File: src/rtl/stoch_mul_core.sv
// Stochastic-computing multiplier: two LFSR-driven SNGs feed an AND/XNOR product
// stream whose ones are counted over a 2^WIN_LOG2-cycle window.
module stoch_mul_core #(
  parameter int          WIDTH    = 4,
  parameter int          WIN_LOG2 = 7,
  parameter logic [30:0] SEED_A   = 31'd1,
  parameter logic [30:0] SEED_B   = 31'h2AAA_5555
) (
  input  logic                clk,
  input  logic                rst_n,
  input  logic [WIDTH-1:0]    a_in,
  input  logic [WIDTH-1:0]    b_in,
  input  logic                mode,
  input  logic                cont,
  input  logic                start,
  output logic                busy,
  output logic                result_valid,
  output logic [WIN_LOG2:0]   result_count,
  output logic [WIDTH-1:0]    result_scaled
);

  localparam int                SHIFT = WIN_LOG2 - WIDTH;
  localparam logic [WIN_LOG2:0] SAT   = (WIN_LOG2+1)'((1 << WIDTH) - 1);

  typedef enum logic [1:0] {IDLE, WARM, ACC} state_t;

  state_t              state, state_nxt;
  logic [30:0]         lfsr_a, lfsr_b;
  logic [WIDTH-1:0]    a_q, b_q;
  logic                mode_q;
  logic                sn_a, sn_b, prod;
  logic                warm_cnt;
  logic [WIN_LOG2-1:0] win_cnt;
  logic [WIN_LOG2:0]   acc;
  logic [WIN_LOG2:0]   sum;
  logic [WIN_LOG2:0]   shifted;
  logic [WIDTH-1:0]    scaled_c;
  logic                load;
  logic                last;

  assign busy = (state != IDLE);

  always_comb begin
    state_nxt = state;
    load      = 1'b0;
    last      = 1'b0;
    case (state)
      IDLE: begin
        if (start) begin
          load      = 1'b1;
          state_nxt = WARM;
        end
      end
      WARM: begin
        if (warm_cnt) state_nxt = ACC;
      end
      ACC: begin
        if (win_cnt == '1) begin
          last = 1'b1;
          // Continuous mode relatches operands on the same edge that closes the window
          if (cont) begin
            load      = 1'b1;
            state_nxt = WARM;
          end else begin
            state_nxt = IDLE;
          end
        end
      end
      default: state_nxt = IDLE;
    endcase
  end

  always_comb begin
    sum      = acc + {{WIN_LOG2{1'b0}}, prod};
    shifted  = sum >> SHIFT;
    scaled_c = (shifted > SAT) ? WIDTH'(SAT) : WIDTH'(shifted);
  end

  always_ff @(posedge clk or posedge rst_n) begin
    if (rst_n) begin
      state         <= IDLE;
      lfsr_a        <= SEED_A;
      lfsr_b        <= SEED_B;
      a_q           <= '0;
      b_q           <= '0;
      mode_q        <= 1'b0;
      sn_a          <= 1'b0;
      sn_b          <= 1'b0;
      prod          <= 1'b0;
      warm_cnt      <= 1'b0;
      win_cnt       <= '0;
      acc           <= '0;
      result_valid  <= 1'b0;
      result_count  <= '0;
      result_scaled <= '0;
    end else begin
      state        <= state_nxt;
      lfsr_a       <= {lfsr_a[29:0], lfsr_a[27] ^ lfsr_a[30]};
      lfsr_b       <= {lfsr_b[29:0], lfsr_b[27] ^ lfsr_b[30]};
      sn_a         <= (lfsr_a[WIDTH-1:0] < a_q);
      sn_b         <= (lfsr_b[WIDTH-1:0] < b_q);
      prod         <= mode_q ? ~(sn_a ^ sn_b) : (sn_a & sn_b);
      warm_cnt     <= (state == WARM) ? ~warm_cnt : 1'b0;
      win_cnt      <= (state == ACC) ? win_cnt + WIN_LOG2'(1) : '0;
      result_valid <= 1'b0;
      if (load) begin
        a_q    <= a_in;
        b_q    <= b_in;
        mode_q <= mode;
        acc    <= '0;
      end else if (state == ACC) begin
        acc <= sum;
      end
      if (last) begin
        result_count  <= sum;
        result_scaled <= scaled_c;
        result_valid  <= 1'b1;
      end
    end
  end

endmodule

File: config.mk
export PLATFORM = sky130hd
export DESIGN_NAME = stoch_mul_core
export DESIGN_NICKNAME = d
export VERILOG_FILES = /design/src/rtl/stoch_mul_core.sv
export SDC_FILE = /design/constraint.sdc
export NUM_CORES = 1
export LEC_CHECK = 0
export CAP_MARGIN = 25
export CORE_MARGIN = 1.5
export CORE_UTILIZATION = 47
export CTS_BUF_LIST = sky130_fd_sc_hd__clkbuf_8
export DETAILED_ROUTE_END_ITERATION = 10
export PLACE_DENSITY = 0.74
export SLEW_MARGIN = 20
export SYNTH_ARGS = -nofsm -noshare
export SYNTH_HDL_FRONTEND = slang
export SYNTH_SLANG_ARGS = --single-unit
export TNS_END_PERCENT = 50
File: constraint.sdc
create_clock -name clk -period 7.4 [get_ports clk]
set_input_delay 0.74 -clock clk [delete_from_list [all_inputs] [get_ports clk]]
set_output_delay 0.74 -clock clk [all_outputs]
set_load 0.01 [all_outputs]
Word level (Yosys, flattened, before mapping)
Cells that the tools add are included.
{"block": "classes", "shifts": 0, "n_mux": 18, "multipliers": 0, "n_eq_ne": 6, "bitwise_logic": 6, "div": 0, "magnitude_cmp": 3, "reduce_logical": 4, "n_addsub": 2}
{"op": "$mux 8", "count": 2}
{"op": "$mux 1", "count": 9}
{"op": "$add 8x1->8", "count": 1}
{"op": "$lt 4x4->1", "count": 2}
{"op": "$add 7x1->7 const B", "count": 1}
{"op": "$eq 7x7->1 const B", "count": 1}
{"op": "$mux 7", "count": 1}
{"op": "$mux 2", "count": 3}
{"op": "$ne 2x2->1 const B", "count": 3}
{"op": "$pmux 2 s3", "count": 1}
{"op": "$gt 5x4->1 const B", "count": 1}
{"op": "$mux 4", "count": 1}
{"op": "$reduce_bool 2->1", "count": 2}
{"op": "$reduce_and 3->1", "count": 1}
{"op": "$xor 1x1->1", "count": 3}
{"op": "$eq 2x1->1 const B", "count": 1}
{"op": "$eq 2x2->1 const B", "count": 1}
{"op": "$logic_not 2->1", "count": 1}
{"op": "$not 1->1", "count": 2}
{"op": "$pmux 1 s2", "count": 1}
{"op": "$and 1x1->1", "count": 1}
{"block": "totals", "mem_bits_rw": 0, "regBits": 105, "word_cells": 54, "mem_bits_ro": 0, "latch_bits": 0, "output_inout_bits": 14, "mem_count": 0, "input_bits": 13}

Logic depth before layout (Yosys ltp)
Gate-level depths: netlist (run 1).
{"block": "depth", "word_depth": 4, "depth_mapped": 6, "mapped_depth_nobuf": 6}

Least setup slack after synthesis (run 1)
No wires, ideal clock.
{"block": "synth_timing", "path_kind": "input port to flip-flop", "from": "in cont", "to": "reg b_q[0]", "required_time_ns": 7.275, "arrival_ns": 1.829, "setup_slack_ns": 5.446, "path_buffers": 1, "setup_time_ns": 0.125, "cell_stages": 5, "path_cell_list": "nand3_1 or3_4 a21oi_4 buf_8 mux2_4"}
{"block": "synth_via", "elab_chain_cells": 3}
{"element": "start, declared", "line_no": "14", "rtl": "input logic cont,"}
{"element": "$mux 1", "line_no": "61", "rtl": "if (cont) begin"}
{"element": "$mux 1", "line_no": "58", "rtl": "if (win_cnt == '1) begin"}
{"element": "$pmux 1 s2", "line_no": "47", "rtl": "case (state)"}
{"element": "end signal, assigned", "line_no": "108", "rtl": "b_q <= b_in;"}
{"element": "end, declared", "line_no": "29", "rtl": "logic [WIDTH-1:0] a_q, b_q;"}
Every way passes these cells.
A chain may end at the register's enable or synchronous reset.

Worst setup path after layout (run 1)
{"block": "layout_timing", "from": "reg state[0]", "to": "out busy"}
{"block": "layout_via", "elab_chain_cells": 1}
{"element": "start, declared", "line_no": "27", "rtl": "state_t state, state_nxt;"}
{"element": "start signal, assigned", "line_no": "97", "rtl": "state <= state_nxt;"}
{"element": "$reduce_bool 2->1", "line_no": "41", "rtl": "assign busy = (state != IDLE);"}
{"element": "end, declared", "line_no": "16", "rtl": "output logic busy,"}
Every way passes these cells.

==> results.md, run 1 <==
- ANT cells: 0
- RSZ-0062 raised after global routing: false
- Vias in the first global route: 1778
- GRT overflow: 0
- Finished Core Util: a little under three fifths
- # H-tree levels: 3
- Num CTS Buffers: 9
- Seq pwr share: ~56%
- Post-Route WL: ~5000 um
- Power density of the placed cells: approximately 280 mW/mm^2
- Maximum clock frequency: ~0.42 GHz
- Measured slew at the worst slew-check pin: 558 ps
- Max-Cap Viols: 0
- CP startpoint: state[0]
- Final setup violation count: 0
- Total clock sinks: about 110
- Fillers: between 600 and 700
- CP Max Fanout: 6
- #FFs+latches synth: around 110
- Synth top area cells: dfrtp_1, dfstp_2, ha_1
- Final Max Tran Viols: 0
- Iteration-0 DRC Markers: roughly 120
- First-pass GRT wire length: 8700 um
- Postcts setup bufs: 0
- Post-synth top cells: dfrtp_1, nor2_1, dfstp_2
- CTS Buffer Depth: 2
- Fin crit share: 31.8%
- CTS resizes: 0
- Sw frac: a little over a quarter
- CTS root buffer: clkbuf_8
- Share of layout cells above drive strength 1: approximately a fifth
- Cell variety after synth: 36
- Crit path required time: between 6000 and 7000 ps
- Arrival time worst endpoint: ~1600 ps
- Area leader, netlist: dfrtp_1
- Top cell type's share of synthesized area: between 60 and 70%
- Logic pwr share: between 10% and 20%
- Sum Neg Setup Slack: 0 ps
- Proportion of power drawn by the clock network: 30.4%
- DRC errors left: 0
- Cells after Synth: between 200 and 250
- Clk_skew: a little over 9 ps
- Relative slew slack: 62.8%
- Largest net degree at the start of global routing: 82
- Synth warnings: 0
- Row cnt: 31
- Internal Pwr Total: between 0.8 and 0.9 mW
- Slowest cell on crit path: clkdlybuf4s50_1
- Worst r2r src: win_cnt[0]
- Initial antenna violation count: 0
- CTS tree: yes
- Slowest stage delay, CP: 480 ps
- Detailed placer's ending HPWL: approximately 3200 um
- Initial Util: around half
- Worst Setup Start Kind: flip-flop
- Post-layout minimum cycle time: ~2400 ps
- Post-route ant nets: 0
- Hold path start: lfsr_a[12]
- Worst-Skew Late Latency: approximately 370 ps
- Area grow syn2layout: 17.4%
- Worst Setup End Kind: primary output
- Port buffer count: 26
- Core area: around 0.0073 sq mm
- Via/cell ratio: between 4 and 5
- Critical path class: reg -> out
- VDD IR max: between 150 and 200 uV
- First drt pass iteration count: 4
- CP cell instances: or2_2 > clkdlybuf4s50_1
- Via count: 1799
- Routed len/inst: 13.3 um
- Routability cong.: 0.703
- Mean post-synth cell area: approximately 15 sq um
- Top FF cell, synth: dfrtp_1
- Die Span Y: 90.2 um
- Seq/Total Area, Yosys: 74.1%
- Die ar.: approximately 0.008 sq mm
- I/O Pins: 27
- Net switching power: between 0.3 and 0.4 mW
- Cell area after synthesis: 0.00357 sq mm
- Status: finished, final reports clean
- Pleak: 1.99 nW
- Ys async rst share: 100%
- Die X: about 90 um
- HP Class: reg -> reg
- Clock Pin Slew Worst Setup and Hold Paths: ~110 ps
- Gr usage total: 14.2%
- Final Net Count: between 200 and 300
- Final Hold Fails: 0
- Post-cts hold buffer count: 0
- Post-synth EDFFs: 0
- Syn_nets: around 260
- Most numerous cell in the Yosys netlist: dfrtp_1
==> cells by family (layout without fill, tap and decap cells) <==
group                    Yosys count  after routing  share of synthesized area, %
multiplexers                      12             12                          3.96
AO/OA/AOI/OAI                     22             22                          4.55
buffers and inverters             13             54                          1.72
AND/OR/NAND/NOR                   55             55                          7.53
flip-flops                       105            105                          74.1
XOR/XNOR                          19             19                          4.66
adder cells (fa/ha/maj)           10             10                          3.50
==> final timing paths <==
path,endpoint,cells after the start,slack [ps]
worst max-delay path,busy,2,5040
worst min-delay path,lfsr_a[13],0,350
worst max register to register,b_q[2],5,5280
worst min register to register,lfsr_a[13],0,350
max in group asynchronous,lfsr_b[4],4,5780
min in group asynchronous,lfsr_a[20],2,660
==> cells in the final DEF (no fill, tap or decap), types with 2 or more instances in the layout <==
cell type and instances:
dfstp_2 16, a21oi_1 6, nor2_1 20, inv_1 8, mux2_4 2, nand2_1 10, clkbuf_8 9, mux2_2 9
dfrtp_1 89, nor3_1 3, ha_1 10, or2_2 2, xnor2_1 11, o21a_1 3, inv_8 2, buf_4 2
nand2b_1 3, o22a_1 3, nor2b_1 3, clkdlybuf4s50_1 26, nand3_1 6, a21o_1 4, inv_6 2, clkinv_8 3
xor2_1 8
==> metrics by stage <==
step / instances / hold WS, ps / instance area [sq um] / total power, mW / setup WS [ps]
floorplan: 236 / 331 / 3570 / 0.775 / 3930
detailed placement: 359 / 336 / 3950 / 0.817 / 4760
CTS: 375 / 357 / 4170 / 1.18 / 5010
global placement: 359 / 335 / 3950 / 0.809 / 4790
finish: 376 / 353 / 4190 / 1.15 / 5040
global route: 376 / 351 / 4190 / 1.23 / 4970
==> worst max-delay path: cells and delay by family (launching register included) <==
| kind | cells | cell delay (ps) |
|---|---|---|
| buffers and inverters | 1 | 480 |
| DFF | 1 | 460 |
| and+or+nand+nor | 1 | 310 |
==> layer usage <==
metal  global-route usage (%)  vias to the layer above  part of all wire, %
li1                         -                      848                    -
met3                     5.58                        9                  3.7
met5                        0                        -                    0
met2                     18.1                       32                   44
met4                     6.75                        0                  2.0
met1                     21.0                      910                   50
==> sequential cells by signal, indices dropped and copies added (netlist names), 4 cells and up <==
register       flops
a_q                4
result_count       8
acc                8
lfsr_b            31
lfsr_a            31
b_q                4
win_cnt            7
result_scaled      4
==> power groups by stage <==
stage / combinational [mW] / clock, mW / sequential [mW]
2_1_floorplan: 0.125 / 0 / 0.650
3_3_place_gp: 0.152 / 0 / 0.657
3_5_place_dp: 0.159 / 0 / 0.658
4_1_cts: 0.160 / 0.370 / 0.648
5_1_grt: 0.182 / 0.390 / 0.654
6_report: 0.157 / 0.352 / 0.647
==> final cells by class <==
cell class              count  area, sq um  area share, %
flip-flops and latches    105         2650           63.1
multi-input cells         118          871           20.8
repair buffers             29          303           7.22
clock buffers               9          124           2.95
well taps                  99          124           2.95
clock inverters             7         88.8           2.12
inverters                   9         36.3          0.865
No activity file was read; power rests on OpenSTA's default activity.
==> run 2: changes to the inputs <==
==> constraint.sdc (replaced) <==
create_clock -name clk -period 2.3 [get_ports clk]
set_input_delay 0.23 -clock clk [delete_from_list [all_inputs] [get_ports clk]]
set_output_delay 0.23 -clock clk [all_outputs]
set_load 0.01 [all_outputs]
==> results.md, run 2 (synthesized netlist as in run 1, its figures left out) <==
- First drt pass iteration count: 4 (unchanged)
- VDD IR max: 448 uV (was 193 uV)
- Arrival time worst endpoint: 2230 ps (was 1620 ps)
- Status: finished, final reports clean (unchanged)
- Post-cts hold buffer count: 0 (unchanged)
- Seq pwr share: 56.6% (was 56.0%)
- Worst Reg-to-Reg Cells: 5 (unchanged)
- Total clock sinks: 105 (unchanged)
- I/O Pins: 27 (unchanged)
- Hold depth: 0 (unchanged)
- CP cell instances: ha_1 > nand3_2 > or3_4 > a21oi_4 > mux2_2 (was or2_2 > clkdlybuf4s50_1)
- Critical path class: reg -> reg (was reg -> out)
- Iteration-0 DRC Markers: 60 (was 119)
- # H-tree levels: 3 (unchanged)
- Slowest stage delay, CP: 400 ps (was 480 ps)
- Die X: 90.2 um (unchanged)
- Routed len/inst: 13.6 um (was 13.3 um)
- Reg2reg end: a_q[1] (was b_q[2])
- Final Net Count: 296 (was 295)
- Final setup violation count: 0 (unchanged)
- Die ar.: 0.00814 sq mm (unchanged)
- First-pass GRT wire length: 9180 um (was 8700 um)
- ANT cells: 0 (unchanged)
- Biggest regs: lfsr_a x31, lfsr_b x31 (unchanged)
- Crit path required time: 2550 ps (was 6660 ps)
- Post-route ant nets: 0 (unchanged)
- Worst r2r src: win_cnt[0] (unchanged)
- Slowest cell on crit path: or3_4 (was clkdlybuf4s50_1)
- Vias in the first global route: 1901 (was 1778)
- Area grow syn2layout: 17.1% (was 17.4%)
- CP Max Fanout: 11 (was 6)
- Die Span Y: 90.2 um (unchanged)
- Initial antenna violation count: 0 (unchanged)
- Relative slew slack: 66.0% (was 62.8%)
- Clock Pin Slew Worst Setup and Hold Paths: 100 ps (was 110 ps)
- Power density of the placed cells: 879 mW/mm^2 (was 275 mW/mm^2)
- CTS tree: yes (unchanged)
- Core area: 0.00729 sq mm (unchanged)
- Routability cong.: 0.768 (was 0.703)
- Net switching power: 0.982 mW (was 0.314 mW)
- Post-layout minimum cycle time: ~2000 ps
- Final Max Tran Viols: 0 (unchanged)
- Via/cell ratio: 4.77 (was 4.78)
- Row cnt: 31 (unchanged)
- Sum Neg Setup Slack: 0 ps (unchanged)
- Worst-Skew Late Latency: 360 ps (was 370 ps)
- Measured slew at the worst slew-check pin: 511 ps (was 558 ps)
- Internal Pwr Total: 2.70 mW (was 0.840 mW)
- GRT overflow: 0 (unchanged)
- Most common cell after layout, fill and taps aside: dfrtp_1 (unchanged)
- Via count: 1799 (unchanged)
- CTS Buffer Depth: 2 (unchanged)
- Detailed placer's ending HPWL: 3250 um (was 3220 um)
- Pleak: 1.98 nW (was 1.99 nW)
- RSZ-0062 raised after global routing: false (unchanged)
- Hold path start: lfsr_a[28] (was lfsr_a[12])
- Logic pwr share: 14.1% (was 13.6%)
- Most frequent cells in the layout: dfrtp_1, clkdlybuf4s50_1, nor2_1 (unchanged)
- Share of layout cells above drive strength 1: 19.8% (was 19.5%)
- Proportion of power drawn by the clock network: 29.3% (was 30.4%)
- Max-Cap Viols: 0 (unchanged)
- Fin crit share: about 86%
- Fillers: 609 (was 625)
- Hold Path Sink: lfsr_a[29] (was lfsr_a[13])
- Maximum clock frequency: ~0.5 GHz
- Num CTS Buffers: 9 (unchanged)
- HP Class: reg -> reg (unchanged)
- Final Hold Fails: 0 (unchanged)
- Reg-to-reg slack, setup: 330 ps (was 5280 ps)
- CTS root buffer: clkbuf_8 (unchanged)
- Sw frac: 26.7% (was 27.2%)
- Gr usage total: 14.9% (was 14.2%)
- Worst Setup Start Kind: flip-flop (unchanged)
- DRC errors left: 0 (unchanged)
- Postcts setup bufs: 0 (unchanged)
- CTS resizes: 0 (unchanged)
- Largest net degree at the start of global routing: 106 (was 82)
- Clk_skew: 10.2 ps (was 9.05 ps)
- Pwr Total: 3.68 mW (was 1.15 mW)
- Post-Route WL: 5130 um (was 5000 um)
- Port buffer count: 26 (unchanged)
- Worst Setup End Kind: flip-flop (was primary output)
- Initial Util: 49.0% (unchanged)
==> run 2: cell type report <==
class	count	area, sq um	share of cell area, %
clock buffers	9	124	2.96
clock inverters	7	66.3	1.58
inverters	9	37.5	0.897
multi-input cells	118	871	20.8
flip-flops and latches	105	2650	63.3
well taps	99	124	2.96
repair buffers	30	315	7.53
==> run 2: worst max-delay path, delay by kind of cell (launching register included) <==
family | cells | cell delay (ps)
flip-flops | 1 | 380
adder cells (fa/ha/maj) | 1 | 210
multiplexers | 1 | 380
AND/OR/NAND/NOR | 2 | 540
AO/OA/AOI/OAI | 1 | 350
==> run 2: power groups by stage <==
stage	sequential, mW	clock, mW	combinational, mW
global route	2.11	1.19	0.598
global placement	2.11	0	0.507
floorplan	2.09	0	0.403
CTS	2.08	1.12	0.535
detailed placement	2.12	0	0.529
finish	2.08	1.08	0.521
==> run 2: per-stage QoR <==
step                      instances  utilization (%)  setup slack [ps]  hold WS [ps]  area (sq um)
after floorplan                 236                -               460           331          3580
after global placement          361             54.8               325           334          4000
after detailed placement        361             54.8               282           336          4000
after CTS                       377             57.4               320           357          4190
after global routing            377             57.4               244           357          4190
final                           377             57.4               328           355          4190
==> run 2: routing by layer <==
| layer | routed length (um) | global-route usage [%] | up-vias |
|---|---|---|---|
| met2 | 2340 | 21.4 | 31 |
| met3 | 177 | 4.99 | 9 |
| met5 | 0 | 0 | - |
| met1 | 2500 | 20.6 | 905 |
| li1 | - | - | 854 |
| met4 | 107 | 6.75 | 0 |
==> run 2: worst max path at each step <==
stage               cells after the start        from      to
CTS                                     5  win_cnt[0]  a_q[1]
floorplan                               6  win_cnt[0]  b_q[0]
finish                                  5  win_cnt[0]  a_q[1]
detailed placement                      5        cont  a_q[1]
global placement                        5        cont  b_q[2]
global route                            5  win_cnt[0]  a_q[0]
==> run 3: changes to the inputs <==
--- a/config.mk
+++ b/config.mk
@@ -8,7 +8,6 @@
 export CAP_MARGIN = 25
 export CORE_MARGIN = 1.5
 export CORE_UTILIZATION = 47
-export CTS_BUF_LIST = sky130_fd_sc_hd__clkbuf_8
 export DETAILED_ROUTE_END_ITERATION = 10
 export PLACE_DENSITY = 0.74
 export SLEW_MARGIN = 20
==> results of run 3 <==
Final layout, timing and power as in run 2 (identical DEF).
